[src/rtl/mem_port_arbiter_pkg.sv]
// Shared definitions for the RAM port arbiter: state encoding, requester ids
// and the legal ranges of the timing parameters.
package mem_port_arbiter_pkg;

  typedef enum logic [1:0] {
    IDLE  = 2'd0,
    ISSUE = 2'd1,
    WAIT  = 2'd2,
    RESP  = 2'd3
  } arb_state_e;

  typedef enum logic {
    REQ_FETCH = 1'b0,
    REQ_DATA  = 1'b1
  } req_id_e;

  localparam int RD_LAT_MIN   = 1;
  localparam int RD_LAT_MAX   = 7;
  localparam int MAX_WAIT_MIN = 1;
  localparam int MAX_WAIT_MAX = 15;

  // Counter widths cover the largest legal parameter value.
  localparam int LAT_CNT_W = $clog2(RD_LAT_MAX + 1);
  localparam int STARVE_W  = $clog2(MAX_WAIT_MAX + 1);

endpackage

[src/rtl/mem_arb_pick.sv]
// Winner selection with data priority, bounded by a starvation counter that
// forces a fetch grant after MAX_WAIT consecutive data grants.
module mem_arb_pick
  import mem_port_arbiter_pkg::*;
#(
  parameter int MAX_WAIT = 2
) (
  input  logic    clk,
  input  logic    reset,
  input  logic    if_req,
  input  logic    d_req,
  input  logic    arb_en,
  output req_id_e winner
);

  localparam logic [STARVE_W-1:0] WAIT_LIM = STARVE_W'(MAX_WAIT);

  logic [STARVE_W-1:0] starve_cnt_q;
  logic [STARVE_W-1:0] starve_cnt_d;

  always_comb begin
    winner       = REQ_DATA;
    starve_cnt_d = starve_cnt_q;
    if (if_req && (!d_req || starve_cnt_q == WAIT_LIM)) begin
      winner = REQ_FETCH;
    end
    if (arb_en) begin
      // Count only data grants that overtake a waiting fetch.
      if (winner == REQ_FETCH || !if_req) begin
        starve_cnt_d = '0;
      end else begin
        starve_cnt_d = starve_cnt_q + 1'b1;
      end
    end
  end

  always_ff @(posedge clk or negedge reset) begin
    if (!reset) begin
      starve_cnt_q <= '0;
    end else begin
      starve_cnt_q <= starve_cnt_d;
    end
  end

endmodule

[src/rtl/mem_port_arbiter.sv]
// Single-transaction arbiter sharing one synchronous RAM port between
// instruction fetch and data access; all outputs decode from registers.
module mem_port_arbiter
  import mem_port_arbiter_pkg::*;
#(
  parameter int ADDR_W   = 8,
  parameter int DATA_W   = 16,
  parameter int RD_LAT   = 1,
  parameter int MAX_WAIT = 2
) (
  input  logic              clk,
  input  logic              reset,
  input  logic              if_req,
  input  logic [ADDR_W-1:0] if_addr,
  output logic              if_gnt,
  output logic              if_rvalid,
  input  logic              d_req,
  input  logic              d_we,
  input  logic [ADDR_W-1:0] d_addr,
  input  logic [DATA_W-1:0] d_wdata,
  output logic              d_gnt,
  output logic              d_rvalid,
  output logic [DATA_W-1:0] rdata,
  output logic              mem_en,
  output logic              mem_we,
  output logic [ADDR_W-1:0] mem_addr,
  output logic [DATA_W-1:0] mem_wdata,
  input  logic [DATA_W-1:0] mem_rdata,
  output logic              busy
);

  localparam logic [LAT_CNT_W-1:0] LAT_LOAD = LAT_CNT_W'(RD_LAT - 1);

  arb_state_e           state_q, state_d;
  req_id_e              id_q, id_d;
  logic                 we_q, we_d;
  logic [ADDR_W-1:0]    addr_q, addr_d;
  logic [DATA_W-1:0]    wdata_q, wdata_d;
  logic [DATA_W-1:0]    rdata_q, rdata_d;
  logic [LAT_CNT_W-1:0] lat_q, lat_d;

  logic    arb_en;
  req_id_e winner;

  assign arb_en = (state_q == IDLE || state_q == RESP) && (if_req || d_req);

  mem_arb_pick #(
    .MAX_WAIT (MAX_WAIT)
  ) u_pick (
    .clk    (clk),
    .reset  (reset),
    .if_req (if_req),
    .d_req  (d_req),
    .arb_en (arb_en),
    .winner (winner)
  );

  always_comb begin
    state_d = state_q;
    id_d    = id_q;
    we_d    = we_q;
    addr_d  = addr_q;
    wdata_d = wdata_q;
    rdata_d = rdata_q;
    lat_d   = lat_q;
    unique case (state_q)
      IDLE, RESP: begin
        if (arb_en) begin
          id_d    = winner;
          state_d = ISSUE;
          if (winner == REQ_FETCH) begin
            we_d    = 1'b0;
            addr_d  = if_addr;
            wdata_d = '0;
          end else begin
            we_d    = d_we;
            addr_d  = d_addr;
            wdata_d = d_wdata;
          end
        end else begin
          state_d = IDLE;
        end
      end
      ISSUE: begin
        if (we_q) begin
          state_d = IDLE;
        end else begin
          state_d = WAIT;
          lat_d   = LAT_LOAD;
        end
      end
      WAIT: begin
        if (lat_q == '0) begin
          rdata_d = mem_rdata;
          state_d = RESP;
        end else begin
          lat_d = lat_q - 1'b1;
        end
      end
      default: state_d = IDLE;
    endcase
  end

  always_ff @(posedge clk or negedge reset) begin
    if (!reset) begin
      state_q <= IDLE;
      id_q    <= REQ_FETCH;
      we_q    <= 1'b0;
      addr_q  <= '0;
      wdata_q <= '0;
      rdata_q <= '0;
      lat_q   <= '0;
    end else begin
      state_q <= state_d;
      id_q    <= id_d;
      we_q    <= we_d;
      addr_q  <= addr_d;
      wdata_q <= wdata_d;
      rdata_q <= rdata_d;
      lat_q   <= lat_d;
    end
  end

  assign mem_en    = (state_q == ISSUE);
  assign mem_we    = (state_q == ISSUE) && we_q;
  assign mem_addr  = addr_q;
  assign mem_wdata = wdata_q;
  assign if_gnt    = (state_q == ISSUE) && (id_q == REQ_FETCH);
  assign d_gnt     = (state_q == ISSUE) && (id_q == REQ_DATA);
  assign if_rvalid = (state_q == RESP) && (id_q == REQ_FETCH);
  assign d_rvalid  = (state_q == RESP) && (id_q == REQ_DATA);
  assign rdata     = rdata_q;
  assign busy      = (state_q != IDLE);

endmodule

[config.mk]
export PLATFORM = sky130hd
export DESIGN_NAME = mem_port_arbiter
export DESIGN_NICKNAME = d
export VERILOG_FILES = /design/src/rtl/mem_port_arbiter_pkg.sv /design/src/rtl/mem_arb_pick.sv /design/src/rtl/mem_port_arbiter.sv
export SDC_FILE = /design/constraint.sdc
export NUM_CORES = 1
export LEC_CHECK = 0
export BUFFER_PORTS_ARGS = -buffer_cell sky130_fd_sc_hd__buf_2
export CAP_MARGIN = 10
export CORE_AREA = 2 2 70 72
export CTS_BUF_LIST = sky130_fd_sc_hd__clkbuf_4 sky130_fd_sc_hd__clkbuf_8
export CTS_CLUSTER_SIZE = 25
export DETAILED_ROUTE_END_ITERATION = 7
export DIE_AREA = 0 0 72 74
export PLACE_DENSITY = 0.85
export SYNTH_ARGS = -nofsm -noshare
export SYNTH_HDL_FRONTEND = slang
export SYNTH_HIERARCHICAL = 1
export SYNTH_SLANG_ARGS = --single-unit
[constraint.sdc]
create_clock -name clk -period 3 [get_ports clk]
set_clock_uncertainty 0.15 [all_clocks]
set_input_delay 0.15 -clock clk [delete_from_list [all_inputs] [get_ports clk]]
set_output_delay 0.15 -clock clk [all_outputs]
set_load 0.005 [all_outputs]
* Word-level counts from Yosys, hierarchy flattened
Cells that the tools add are included.
Word-level totals: output and inout port bits 47, input bits 53, flip-flop bits (word level) 51, logic and storage cells 51
Cells by class: reduce and logical (&&, ||, !) cells 21, add/subtract/negate cells 2, muxes and demuxes 12, equal/unequal tests 7, bitwise operators 1
Operators with widths (count):
- 16-bit two-way mux | 1
- 8-bit two-way mux | 1
- 1-bit logical AND | 7
- 3-bit two-way mux | 2
- 2-bit inequality test (second input constant) | 3
- 2-bit one-hot mux with 3 select lines | 1
- 3-bit one-hot mux with 2 select lines | 1
- 4-bit by 1-bit adder with 4-bit output (second input constant) | 1
- 2-bit equality test (second input constant) | 2
- 4-bit by 2-bit equality test with 1-bit output (second input constant) | 1
- 1-bit logical OR | 4
- 2-bit two-way mux | 2
- 4-bit two-way mux | 1
- 2-bit AND reduction | 2
- 2-bit nonzero test | 2
- 3-bit zero test | 1
- 1-bit two-way mux | 3
- 3-bit AND reduction | 1
- 3-bit by 1-bit subtractor with 3-bit output (second input constant) | 1
- 2-bit by 1-bit equality test with 1-bit output (second input constant) | 1
- 1-bit zero test | 2
- 2-bit zero test | 1
- 2-bit OR reduction | 1
- 1-bit inverter | 1

* Logic depth before layout (Yosys ltp)
Gate-level depths: netlist (run 1).
depth in word-level cells 5, gate-level depth with buffers 9

* Cells and area by module
The synthesis (run 1) kept the hierarchy.
By module, submodules not included:
- mem_port_arbiter | cells an instance 184, sequential area each 1176.1 um^2, times used 1, area an instance 2113.3 um^2
- mem_arb_pick | cells an instance 22, sequential area each 100.1 um^2, times used 1, area an instance 227.7 um^2

* Least setup slack after synthesis (run 1)
No wires, ideal clock.
path kind register to register, start point register u_pick.starve_cnt_q[0], end point register id_q, arrival 1632 ps, period minus slack after synthesis 1906 ps, stages on the path, launching flop included 9, data required time 2725 ps, setup slack 1094 ps, cells stage by stage dfrtp_1 inv_1 ha_1 or3b_1 nand2_1 nand2_1 buf_4 buf_4 mux2_2
Between the ends: cells in the longest elaborated chain, start to end 4
RTL lines:
- from (decl) | line mem_arb_pick.sv:18 | logic [STARVE_W-1:0] starve_cnt_q;
- from (signal assigned) | line mem_arb_pick.sv:41 | starve_cnt_q <= starve_cnt_d;
- 4-bit by 2-bit equality test with 1-bit output | line mem_arb_pick.sv:24 | if (if_req && (!d_req || starve_cnt_q == WAIT_LIM)) begin
- 1-bit logical OR | line mem_arb_pick.sv:24
- 1-bit logical AND | line mem_arb_pick.sv:24
- 1-bit two-way mux | line mem_arb_pick.sv:24
- named net winner | line mem_port_arbiter.sv:43 | req_id_e winner;
- to (signal assigned) | line mem_port_arbiter.sv:115 | id_q <= id_d;
- to (decl) | line mem_port_arbiter.sv:35 | req_id_e id_q, id_d;
The timed path passes the listed nets, and every way through them passes these cells. A chain may end at the register's enable or synchronous reset.

* Worst setup path in the final report (run 1)
start point register u_pick.starve_cnt_q[0], end point register addr_q[7], in the netlist mem_addr[7]
Between the ends: cells in the longest elaborated chain, start to end 4
RTL lines:
- 4-bit by 2-bit equality test with 1-bit output | line mem_arb_pick.sv:24
- 1-bit logical OR | line mem_arb_pick.sv:24
- 1-bit logical AND | line mem_arb_pick.sv:24
- 8-bit two-way mux | line mem_port_arbiter.sv:71 | if (winner == REQ_FETCH) begin
- to (signal assigned) | line mem_port_arbiter.sv:117 | addr_q <= addr_d;
- to (decl) | line mem_port_arbiter.sv:37 | logic [ADDR_W-1:0] addr_q, addr_d;
Every way passes these cells.

==> qor.txt, run 1 <==
OUTCOME
--------------------------------------------------------------------------------
Run status ........................................................ complete, but fails checks
Failing checks ....................................................  hold timing

TIMING
--------------------------------------------------------------------------------
Endpoints failing hold ............................................            1
Total of endpoints with negative setup slack in the final report ..            0
Slew headroom .....................................................        33.8%
Unrepaired setup endpoints after global routing ...................           no
Final-layout worst hold slack .....................................  -0.00196 ns
Count of pins over their slew limit ...............................            0
Maximum clock frequency ...........................................      370 MHz
Min Tclk post-route ...............................................      2.70 ns
Setup tns final ...................................................         0 ns
Actual transition at the worst max-transition pin .................     0.990 ns
Period utilization ................................................        90.0%

CLOCKING
--------------------------------------------------------------------------------
Inserted Clock Buffers ............................................            5
Number of buffers between clock root and the deepest sink .........            2
Clock Latency Late Sink ...........................................      0.30 ns
Setup fix buffers added after clock tree synthesis ................            0
TritonCTS clock tree ..............................................         done
TritonCTS sink count ..............................................           51
CTS clock-pin slew for the worst setup and hold paths .............      0.08 ns
Maximum level of the CTS H-tree ...................................            2
Clk Tree Root Cell ................................................ sky130_fd_sc_hd__clkbuf_8

DETAILED ROUTING
--------------------------------------------------------------------------------
Mean number of vias per cell ......................................         4.89
Number of detailed-routing iterations run before antenna repair ...            4
DR top layer ......................................................         met4
Routed length on met2 .............................................      2.93 mm
Antenna Violating Nets Remaining ..................................            0
Number of remaining DRC errors ....................................            0
Routed length per placed instance .................................      14.2 um
Count of vias placed by the detailed router .......................         1950
Final WL ..........................................................      5.68 mm
Routed length on met3 .............................................       376 um
Routed metal-1 wire length ........................................      2.30 mm
DRC violation total after the first TritonRoute iteration .........          113

LOGIC SYNTHESIS
--------------------------------------------------------------------------------
Fraction of post-synthesis cell area in the top cell type by area .        54.5%
Synthesis-stage register bit count ................................           51
Post-synthesis instance area ......................................  0.00234 mm2
Most frequent cell after synthesis ................................ sky130_fd_sc_hd__dfrtp_1
Synth cell types ..................................................           26
Top area cells in the synthesized netlist ......................... sky130_fd_sc_hd__dfrtp_1, sky130_fd_sc_hd__nand2_1, sky130_fd_sc_hd__mux2_4
FFs w/ async S/R, synth ...........................................         100%
Main synth FF type ................................................ sky130_fd_sc_hd__dfrtp_1
Synthesized net count .............................................          268
Post-synthesis instance total .....................................          206
Number of enable flip-flop cells after synthesis ..................            0
Syn avg cell area .................................................     11.4 um2
Fraction of the yosys area taken by sequential cells ..............        54.5%
Most numerous cell types in the synthesized netlist ............... sky130_fd_sc_hd__dfrtp_1, sky130_fd_sc_hd__nand2_1, sky130_fd_sc_hd__o21ai_0
Cell type with the highest aggregate area in the netlist .......... sky130_fd_sc_hd__dfrtp_1
Number of warnings printed during yosys synthesis .................            6

GLOBAL ROUTE
--------------------------------------------------------------------------------
Initial antenna violation count ...................................            0
Tot GR Track Use ..................................................        22.1%
Vias in the first global route ....................................         2000
Global-route wire length before repair ............................      9.19 mm
Overflow left after global routing ................................            0
Maximum number of pins on one net before global-route repair ......           54

PWR
--------------------------------------------------------------------------------
Pwr/cell area .....................................................   851 mW/mm2
Post-layout power .................................................      2.87 mW
Static Leak .......................................................      1.79 nW
Worst-case vdd ir drop ............................................       454 uV

FLOORPLANNING
--------------------------------------------------------------------------------
Row count .........................................................           25
Width of the chip .................................................        72 um
Die Y-Extent ......................................................        74 um
I/O pin cnt .......................................................          100
Starting density of the core ......................................        50.9%
Overall die area ..................................................  0.00533 mm2
Standard cell core area ...........................................  0.00460 mm2

CRITICAL PATH
--------------------------------------------------------------------------------
R2R setup slack ...................................................      0.30 ns
CP startpoint kind ................................................     register
Largest stage delay, worst path ...................................      0.56 ns
Startpoint of the most critical register-to-register path ......... u_pick/starve_cnt_q[0]
Arr. time, crit path ..............................................      2.69 ns
Cell-by-cell listing of the critical path ......................... inv_1 > ha_1 > or3b_1 > nand2_1 > nand2_2 > buf_4 > mux2i_1 > dlygate4sd3_1 > o21ai_0
R2r worst-path depth ..............................................            9
Worst Setup Path Type ............................................. register to register
Cell at the slowest stage of the critical path .................... sky130_fd_sc_hd__dlygate4sd3_1
Reg-to-Reg End ....................................................  mem_addr[7]
Crit. End Element .................................................     register
Required time reported for the critical path endpoint .............      2.99 ns
Largest fanout on the critical path ...............................           17

WORST HOLD PATH
--------------------------------------------------------------------------------
Worst min-delay path endpoint .....................................  mem_addr[2]
Hold Path Origin ..................................................    d_addr[2]
Instance count along the most critical hold path ..................            3
Hold Crit Class ................................................... input pin to register

LAYOUT
--------------------------------------------------------------------------------
Nets ..............................................................          406
Diodes inserted ...................................................            0
Area growth syn-to-layout .........................................        43.9%
Share of layout cells above drive strength 1 ......................        38.0%

PLACEMENT
--------------------------------------------------------------------------------
Hpwl dp ...........................................................      3.37 mm
I/O Buffers .......................................................           99
Last weighted congestion value of the routability-driven placer ...        0.725

RUN
--------------------------------------------------------------------------------
Number of max-capacitance violations reported .....................            0

[metrics by stage]
stage / setup WS, ns / utilization (%) / hold slack (ns) / instance area, um2 / instances
detailed placement: 0.607 / 61.8 / 0.234 / 2840 / 350
global route: 0.139 / 73.3 / 0.0285 / 3370 / 399
global placement: 0.694 / 61.8 / 0.236 / 2840 / 350
floorplan: 1.09 / - / -0.296 / 2340 / 206
CTS: 0.0925 / 72.8 / 0.00357 / 3350 / 398
finish: 0.299 / 73.3 / -0.00196 / 3370 / 399
[state kept, by name, indices dropped and copies added, names as in the netlist]
| name | cells |
|---|---|
| mem_wdata | 16 |
| rdata | 16 |
| mem_addr | 8 |
| u_pick/starve_cnt_q | 4 |
| lat_q | 3 |
| state_q | 2 |
| id_q | 1 |
| we_q | 1 |
[cell families after synthesis]
logic type / share of synthesized area [%]
and+or+nand+nor: 12.3
DFF: 54.5
AOI/OAI and AO/OA: 8.07
muxes: 15.4
buffers and inverters: 4.86
adders and majority gates: 4.81
[routing by layer]
layer  global-route usage, %  vias up
li1                        -      963
met1                    26.2      903
met2                    40.8       78
met3                    4.74        6
met4                    6.29        0
met5                       0        -
[what timing repair did]
action | 4_1_cts | 5_1_grt
hold buffers | 40 | 0
gates resized for setup | 0 | 1
endpoints found under the hold margin | 88 | 0
endpoints found under the setup margin | 0 | 1
[worst max-delay path: cells and delay by family, from the launching register on]
| family | cells | cell delay (ns) |
|---|---|---|
| AND/OR/NAND/NOR | 3 | 0.70 |
| adder cells (fa/ha/maj) | 1 | 0.14 |
| flip-flops | 1 | 0.39 |
| multiplexers | 1 | 0.16 |
| buffers and inverters | 3 | 0.93 |
| AO/OA/AOI/OAI | 1 | 0.07 |
[power breakdown]
part / leakage (nW) / internal, mW / switching, mW
registers: 0.631 / 1.00 / 0.176
clock network: 0.0505 / 0.210 / 0.219
logic: 1.11 / 0.650 / 0.610
total: 1.79 / 1.86 / 1.01
[worst max path at each step]
| stage | startpoint | endpoint | slack [ns] |
|---|---|---|---|
| 2_1_floorplan | u_pick/starve_cnt_q[0] | id_q | 1.09 |
| 3_3_place_gp | u_pick/starve_cnt_q[0] | mem_addr[1] | 0.69 |
| 3_5_place_dp | u_pick/starve_cnt_q[0] | mem_addr[7] | 0.61 |
| 4_1_cts | u_pick/starve_cnt_q[0] | mem_addr[7] | 0.09 |
| 5_1_grt | u_pick/starve_cnt_q[0] | mem_addr[7] | 0.14 |
| 6_report | u_pick/starve_cnt_q[0] | mem_addr[7] | 0.30 |
[layout make-up]
type	count	area [um2]
flip-flops and latches	51	1280
fillers	323	1230
multi-input cells	135	961
repair buffers	141	923
clock buffers	7	96.3
well taps	54	67.6
inverters	10	37.5
clock inverters	1	7.51
[cells in the final DEF (no fill, tap or decap)]
cell / n
sky130_fd_sc_hd__nand2_2: 1
sky130_fd_sc_hd__buf_4: 1
sky130_fd_sc_hd__or3b_1: 1
sky130_fd_sc_hd__ha_1: 9
sky130_fd_sc_hd__clkbuf_8: 7
sky130_fd_sc_hd__buf_2: 99
sky130_fd_sc_hd__o2bb2ai_1: 2
sky130_fd_sc_hd__a32oi_1: 1
sky130_fd_sc_hd__nand3b_1: 2
sky130_fd_sc_hd__nand4_2: 1
sky130_fd_sc_hd__clkinvlp_4: 1
sky130_fd_sc_hd__mux2i_1: 12
sky130_fd_sc_hd__o21bai_4: 1
sky130_fd_sc_hd__o22ai_1: 1
sky130_fd_sc_hd__and3_1: 1
sky130_fd_sc_hd__mux2_4: 10
sky130_fd_sc_hd__mux2_2: 8
sky130_fd_sc_hd__or2b_1: 2
sky130_fd_sc_hd__inv_1: 10
sky130_fd_sc_hd__dfrtp_1: 51
sky130_fd_sc_hd__nand2_4: 1
sky130_fd_sc_hd__nand2_1: 46
sky130_fd_sc_hd__nand2b_1: 2
sky130_fd_sc_hd__dlygate4sd3_1: 40
sky130_fd_sc_hd__o21ai_0: 29
sky130_fd_sc_hd__buf_12: 1
sky130_fd_sc_hd__and2_1: 3
sky130_fd_sc_hd__nor2b_1: 2
(Power assumes the default switching activity.)
==> run 2: changes to the inputs <==
--- a/config.mk
+++ b/config.mk
@@ -7,12 +7,12 @@
 export LEC_CHECK = 0
 export BUFFER_PORTS_ARGS = -buffer_cell sky130_fd_sc_hd__buf_2
 export CAP_MARGIN = 10
-export CORE_AREA = 2 2 70 72
+export CORE_AREA = 2 2 73 75
 export CTS_BUF_LIST = sky130_fd_sc_hd__clkbuf_4 sky130_fd_sc_hd__clkbuf_8
 export CTS_CLUSTER_SIZE = 25
 export DETAILED_ROUTE_END_ITERATION = 7
-export DIE_AREA = 0 0 72 74
-export PLACE_DENSITY = 0.85
+export DIE_AREA = 0 0 75 77
+export PLACE_DENSITY = 0.79
 export SYNTH_ARGS = -nofsm -noshare
 export SYNTH_HDL_FRONTEND = slang
 export SYNTH_HIERARCHICAL = 1
==> constraint.sdc (replaced) <==
create_clock -name clk -period 2.7 [get_ports clk]
set_clock_uncertainty 0.15 [all_clocks]
set_input_delay 0.135 -clock clk [delete_from_list [all_inputs] [get_ports clk]]
set_output_delay 0.135 -clock clk [all_outputs]
set_load 0.005 [all_outputs]
==> run 2 against run 1 <==
Effect of this change: the flow now finishes without violations; non-clock buffer count increased by 9; core utilization decreased by 3.2 points; clock power increased by 23%; worst hold slack improved by 0.019 ns; routed wire length decreased by 4.6%; critical path depth unchanged; largest cell class unchanged; highest routed layer unchanged.
==> qor.txt, run 2 (synthesis gave the netlist of run 1 again) <==
OUTCOME
-------------------------------------------------------------------------------------
Run status ............................................................. finished clean

CLOCKING
-------------------------------------------------------------------------------------
CTS clock-pin slew for the worst setup and hold paths ..................      0.09 ns
Number of buffers between clock root and the deepest sink ..............            2
Clk Tree Root Cell ..................................................... sky130_fd_sc_hd__clkbuf_8
Clock Latency Late Sink ................................................      0.30 ns
TritonCTS sink count ...................................................           51
TritonCTS clock tree ...................................................         done
Maximum level of the CTS H-tree ........................................            2
Inserted Clock Buffers .................................................            5

TIMING
-------------------------------------------------------------------------------------
Setup tns final ........................................................         0 ns
Maximum clock frequency ................................................      395 MHz
Slew headroom ..........................................................        34.6%
Period utilization .....................................................        93.7%
Unrepaired setup endpoints after global routing ........................           no
Total of endpoints with negative setup slack in the final report .......            0
Min Tclk post-route ....................................................      2.53 ns
Count of pins over their slew limit ....................................            0
Actual transition at the worst max-transition pin ......................     0.979 ns
Endpoints failing hold .................................................            0
Setup slack of the critical path after layout ..........................     0.169 ns

RUN
-------------------------------------------------------------------------------------
Number of max-capacitance violations reported ..........................            0

FLOORPLANNING
-------------------------------------------------------------------------------------
Overall die area .......................................................  0.00578 mm2
Standard cell core area ................................................  0.00498 mm2
Die Y-Extent ...........................................................        77 um
Width of the chip ......................................................        75 um
Starting density of the core ...........................................        47.0%
Row count ..............................................................           26
I/O pin cnt ............................................................          100

PWR
-------------------------------------------------------------------------------------
Pwr/cell area ..........................................................   934 mW/mm2
Logic pwr share ........................................................        43.9%
Internal power component ...............................................      2.14 mW
Worst-case vdd ir drop .................................................       516 uV
Clock share of power ...................................................        16.2%
Static Leak ............................................................      1.84 nW
Power dissipated by switching net loads ................................      1.12 mW
Seq pwr share ..........................................................        39.9%
Net Sw Frac ............................................................        34.4%
Post-layout power ......................................................      3.26 mW

LAYOUT
-------------------------------------------------------------------------------------
FILL cells .............................................................          381
Nets ...................................................................          415
Top library cells by usage in the layout, fill and taps aside .......... sky130_fd_sc_hd__buf_2, sky130_fd_sc_hd__dfrtp_1, sky130_fd_sc_hd__dlygate4sd3_1
Area taken by flip-flops and latches ...................................  0.00128 mm2
Share of layout cells above drive strength 1 ...........................        38.1%
Most frequent standard cell in the layout excluding fill and tap cells . sky130_fd_sc_hd__buf_2
Multi-input combinational cell area ....................................      967 um2
Area growth syn-to-layout ..............................................        49.1%
Diodes inserted ........................................................            0
Core Util, Final .......................................................        70.1%

WORST HOLD PATH
-------------------------------------------------------------------------------------
Hold Path Origin .......................................................    d_addr[3]
Instance count along the most critical hold path .......................            3
Hold Crit Class ........................................................ input pin to register
Worst min-delay path endpoint ..........................................  mem_addr[3]

GLOBAL ROUTE
-------------------------------------------------------------------------------------
Overflow left after global routing .....................................            0
Vias in the first global route .........................................         1981
Tot GR Track Use .......................................................        20.0%
Initial antenna violation count ........................................            0
Global-route wire length before repair .................................      8.99 mm
Maximum number of pins on one net before global-route repair ...........           54

CRITICAL PATH
-------------------------------------------------------------------------------------
Startpoint of the most critical register-to-register path .............. u_pick/starve_cnt_q[0]
Largest fanout on the critical path ....................................           22
Cell-by-cell listing of the critical path .............................. inv_1 > ha_1 > or3b_4 > nand2_1 > nand2_2 > buf_12 > mux2i_2 > dlygate4sd3_1 > o21ai_0
Cell at the slowest stage of the critical path ......................... sky130_fd_sc_hd__dlygate4sd3_1
Crit. End Element ......................................................     register
R2r worst-path depth ...................................................            9
R2R setup slack ........................................................      0.17 ns
Kind of cell adding the most delay to the critical path ................ buffers and inverters
Required time reported for the critical path endpoint ..................      2.70 ns
Worst Setup Path Type .................................................. register to register
CP startpoint kind .....................................................     register
Largest stage delay, worst path ........................................      0.56 ns
Reg-to-Reg End .........................................................  mem_addr[2]
Buffer and inverter count on the worst path ............................            3
Arr. time, crit path ...................................................      2.53 ns

DETAILED ROUTING
-------------------------------------------------------------------------------------
Number of detailed-routing iterations run before antenna repair ........            4
Antenna Violating Nets Remaining .......................................            0
Count of vias placed by the detailed router ............................         1930
Mean number of vias per cell ...........................................         4.55
Number of remaining DRC errors .........................................            0
Final WL ...............................................................      5.41 mm
DRC violation total after the first TritonRoute iteration ..............           68
Routed length per placed instance ......................................      12.8 um

PLACEMENT
-------------------------------------------------------------------------------------
Worst slack at placement ...............................................     0.565 ns
Hpwl dp ................................................................      3.40 mm
Last weighted congestion value of the routability-driven placer ........        0.795
I/O Buffers ............................................................           99

==> run 2: worst max-delay path by stage <==
stage / startpoint / to / slack [ns] / cells after the start
floorplan: u_pick/starve_cnt_q[0] / id_q / 0.79 / 8
global placement: state_q[0] / u_pick/starve_cnt_q[1] / 0.66 / 6
detailed placement: state_q[0] / u_pick/starve_cnt_q[0] / 0.57 / 6
CTS: u_pick/starve_cnt_q[0] / mem_addr[4] / 0.1 / 9
global route: u_pick/starve_cnt_q[0] / mem_addr[2] / 0.02 / 9
finish: u_pick/starve_cnt_q[0] / mem_addr[2] / 0.17 / 9
==> run 2: routing by layer <==
layer	GRT usage, %	part of all wire (%)	vias up
met1	25.0	44	876
met2	34.2	50	75
met3	4.73	5.7	2
li1	-	-	977
met4	4.64	0.24	0
met5	0	0	-
==> run 2: worst reg2reg max path: cells and delay by family (launching register included) <==
kind                       cells  cell delay (ns)
DFF                            1             0.41
AOI/OAI and AO/OA              1             0.07
and+or+nand+nor                3             0.58
adders and majority gates      1             0.15
buffers and inverters          3             0.85
muxes                          1             0.18
==> run 2: power groups by stage <==
stage	Sequential, mW	Clock, mW	Combinational, mW
2_1_floorplan	1.32	0	0.839
3_5_place_dp	1.31	0	1.35
5_1_grt	1.35	0.568	1.62
4_1_cts	1.30	0.537	1.42
3_3_place_gp	1.29	0	1.31
6_report	1.30	0.529	1.43
==> run 2: cell type report <==
class	count	share of cell area, %
repair buffers	150	28.9
inverters	10	1.08
multi-input cells	135	27.7
well taps	70	2.51
flip-flops and latches	51	36.6
clock buffers	5	1.97
clock inverters	3	1.25
==> run 2: what timing repair did <==
action,4_1_cts,5_1_grt
buffers inserted,0,2
endpoints found under the hold margin,66,0
resized for setup,0,6
hold buffers,47,0
setup endpoints to repair,0,5
==> run 2: metrics by stage <==
stage	area [um2]	std cells	hold slack, ns
detailed placement	2870	367	0.0122
floorplan	2340	206	-0.311
finish	3490	424	0.0168
CTS	3450	422	0.00691
global route	3490	424	0.0303
global placement	2870	367	0.0192
==> run 3: changes to the inputs <==
--- a/config.mk
+++ b/config.mk
@@ -6,12 +6,12 @@
 export NUM_CORES = 1
 export LEC_CHECK = 0
 export BUFFER_PORTS_ARGS = -buffer_cell sky130_fd_sc_hd__buf_2
-export CAP_MARGIN = 10
 export CORE_AREA = 2 2 73 75
 export CTS_BUF_LIST = sky130_fd_sc_hd__clkbuf_4 sky130_fd_sc_hd__clkbuf_8
 export CTS_CLUSTER_SIZE = 25
 export DETAILED_ROUTE_END_ITERATION = 7
 export DIE_AREA = 0 0 75 77
+export GPL_ROUTABILITY_DRIVEN = 0
 export PLACE_DENSITY = 0.79
 export SYNTH_ARGS = -nofsm -noshare
 export SYNTH_HDL_FRONTEND = slang
==> constraint.sdc (replaced) <==
create_clock -name clk -period 2.45 [get_ports clk]
set_clock_uncertainty 0.15 [all_clocks]
set_input_delay 0.1225 -clock clk [delete_from_list [all_inputs] [get_ports clk]]
set_output_delay 0.1225 -clock clk [all_outputs]
set_load 0.005 [all_outputs]
==> run 3 against run 2 <==
Effect of this change: combinational power grew 9.8%; worst hold slack gained 0.028 ns; global-route usage shrank 0.19 points; clock-buffer cell count grew 1; sequential power grew 10%; final area shrank 0.14%; critical path type unchanged; critical endpoint is now mem_addr[5]; highest routed layer unchanged.
==> qor.txt, run 3 (synthesis gave the netlist of run 1 again) <==
DETAILED ROUTING
-------------------------------------------------------------------------------------
Number of detailed-routing iterations run before antenna repair ........            4
Number of remaining DRC errors .........................................            0
Mean number of vias per cell ...........................................         4.64
DRC violation total after the first TritonRoute iteration ..............           72
Final WL ...............................................................      5.58 mm
Antenna Violating Nets Remaining .......................................            0
Count of vias placed by the detailed router ............................         1983
Routed length per placed instance ......................................      13.1 um

FLOORPLANNING
-------------------------------------------------------------------------------------
Overall die area .......................................................  0.00578 mm2
Starting density of the core ...........................................        47.0%
Standard cell core area ................................................  0.00498 mm2
I/O pin cnt ............................................................          100
Row count ..............................................................           26
Die Y-Extent ...........................................................        77 um
Width of the chip ......................................................        75 um

CRITICAL PATH
-------------------------------------------------------------------------------------
Kind of cell adding the most delay to the critical path ................ buffers and inverters
Buffer and inverter count on the worst path ............................            2
CP startpoint kind .....................................................     register
Largest fanout on the critical path ....................................            3
Cell-by-cell listing of the critical path .............................. inv_1 > ha_1 > or3b_1 > nand2_1 > nand2_1 > mux2i_1 > dlygate4sd3_1 > o21ai_0
Required time reported for the critical path endpoint ..................      2.46 ns
Worst Setup Path Type .................................................. register to register
Cell at the slowest stage of the critical path ......................... sky130_fd_sc_hd__dlygate4sd3_1
Cell repeated most along the worst path ................................ sky130_fd_sc_hd__nand2_1
Largest stage delay, worst path ........................................      0.57 ns
Arr. time, crit path ...................................................      2.26 ns
Crit. End Element ......................................................     register

LAYOUT
-------------------------------------------------------------------------------------
Top library cells by usage in the layout, fill and taps aside .......... sky130_fd_sc_hd__buf_2, sky130_fd_sc_hd__dfrtp_1, sky130_fd_sc_hd__dlygate4sd3_1
Most frequent standard cell in the layout excluding fill and tap cells . sky130_fd_sc_hd__buf_2
Area of all placed cells without fillers ...............................  0.00348 mm2
FILL cells .............................................................          366
Share of layout cells above drive strength 1 ...........................        37.0%
Core Util, Final .......................................................        70.0%
Cell Count, Final, Fillers Out .........................................          427
Nets ...................................................................          418
Area growth syn-to-layout ..............................................        48.9%
Diodes inserted ........................................................            0

GLOBAL ROUTE
-------------------------------------------------------------------------------------
Vias in the first global route .........................................         1961
Global-route wire length before repair .................................      8.90 mm
Initial antenna violation count ........................................            0
Tot GR Track Use .......................................................        19.8%
Overflow left after global routing .....................................            0
Maximum number of pins on one net before global-route repair ...........           29

CLOCKING
-------------------------------------------------------------------------------------
Setup fix buffers added after clock tree synthesis .....................            0
Clock Latency Late Sink ................................................      0.29 ns
CTS clock-pin slew for the worst setup and hold paths ..................      0.09 ns
TritonCTS clock tree ...................................................         done
Count of cells resized by post-cts repair ..............................            0
Maximum level of the CTS H-tree ........................................            2
Inserted Clock Buffers .................................................            5
Clk Tree Root Cell ..................................................... sky130_fd_sc_hd__clkbuf_8
TritonCTS sink count ...................................................           51
Number of buffers between clock root and the deepest sink ..............            2

PLACEMENT
-------------------------------------------------------------------------------------
Placed Instance Area ...................................................  0.00289 mm2
Hpwl dp ................................................................      3.41 mm
Number of cells after detailed placement ...............................          369
Worst slack at placement ...............................................     0.478 ns
I/O Buffers ............................................................           99

OUTCOME
-------------------------------------------------------------------------------------
Run status ............................................................. finished clean

TIMING
-------------------------------------------------------------------------------------
Endpoints failing hold .................................................            0
Maximum clock frequency ................................................      443 MHz
Setup tns final ........................................................         0 ns
Setup slack of the critical path after layout ..........................     0.194 ns
Total of endpoints with negative setup slack in the final report .......            0
Slew headroom ..........................................................        64.0%
Unrepaired setup endpoints after global routing ........................           no
Min Tclk post-route ....................................................      2.26 ns
Count of pins over their slew limit ....................................            0
Final-layout worst hold slack ..........................................    0.0452 ns
Period utilization .....................................................        92.1%
Actual transition at the worst max-transition pin ......................     0.538 ns

WORST HOLD PATH
-------------------------------------------------------------------------------------
Hold Crit Class ........................................................ input pin to register

PWR
-------------------------------------------------------------------------------------
Post-layout power ......................................................      3.50 mW
Pwr/cell area ..........................................................  1000 mW/mm2
Static Leak ............................................................      1.83 nW
Worst-case vdd ir drop .................................................       545 uV

RUN
-------------------------------------------------------------------------------------
Number of max-capacitance violations reported ..........................            0

[run 3: layout make-up]
class                      count  area (um2)  share of cell area (%)
clock inverter                 2        16.3                   0.467
sequential                    51        1280                    36.6
clock buffer                   6        82.6                    2.37
tap                           70        87.6                    2.51
timing repair buffer         153        1030                    29.4
inverter                      10        37.5                    1.08
multi-input combinational    135         958                    27.5
[run 3: repair_timing]
action | CTS | global route
endpoints found under the hold margin | 92 | 0
endpoints found under the setup margin | 0 | 0
hold buffers | 50 | 0
[run 3: final timing paths]
kind | start | endpoint | slack [ns] | depth (start not counted)
hold reg to reg | mem_wdata[6] | mem_wdata[6] | 0.34 | 2
max in group asynchronous | reset | mem_wdata[0] | 1.43 | 3
min in group asynchronous | reset | u_pick/starve_cnt_q[0] | 0.15 | 2
setup / recovery | u_pick/starve_cnt_q[0] | mem_addr[5] | 0.19 | 8
hold / removal | d_req | u_pick/starve_cnt_q[2] | 0.05 | 3
setup reg to reg | u_pick/starve_cnt_q[0] | mem_addr[5] | 0.19 | 8
[run 3: per-layer routing]
metal,vias to the layer above,global-route usage [%],routed length (um)
met5,-,0,0
met4,0,3.21,16
met3,4,3.81,346
met2,80,35.1,2820
met1,913,24.9,2390
li1,986,-,-
[run 3: worst reg2reg max path: stages (launching register included)]
cell and delay (ns):
sky130_fd_sc_hd__dfrtp_1 0.41, sky130_fd_sc_hd__inv_1 0.09, sky130_fd_sc_hd__ha_1 0.14, sky130_fd_sc_hd__or3b_1 0.37, sky130_fd_sc_hd__nand2_1 0.08, sky130_fd_sc_hd__nand2_1 0.07
sky130_fd_sc_hd__mux2i_1 0.16, sky130_fd_sc_hd__dlygate4sd3_1 0.57, sky130_fd_sc_hd__o21ai_0 0.08
[run 3: power breakdown]
group	total [mW]	switching (mW)	leakage, nW	internal (mW)
logic	1.57	0.752	1.15	0.814
registers	1.43	0.204	0.631	1.22
clock network	0.502	0.271	0.0474	0.231
total	3.50	1.23	1.83	2.27
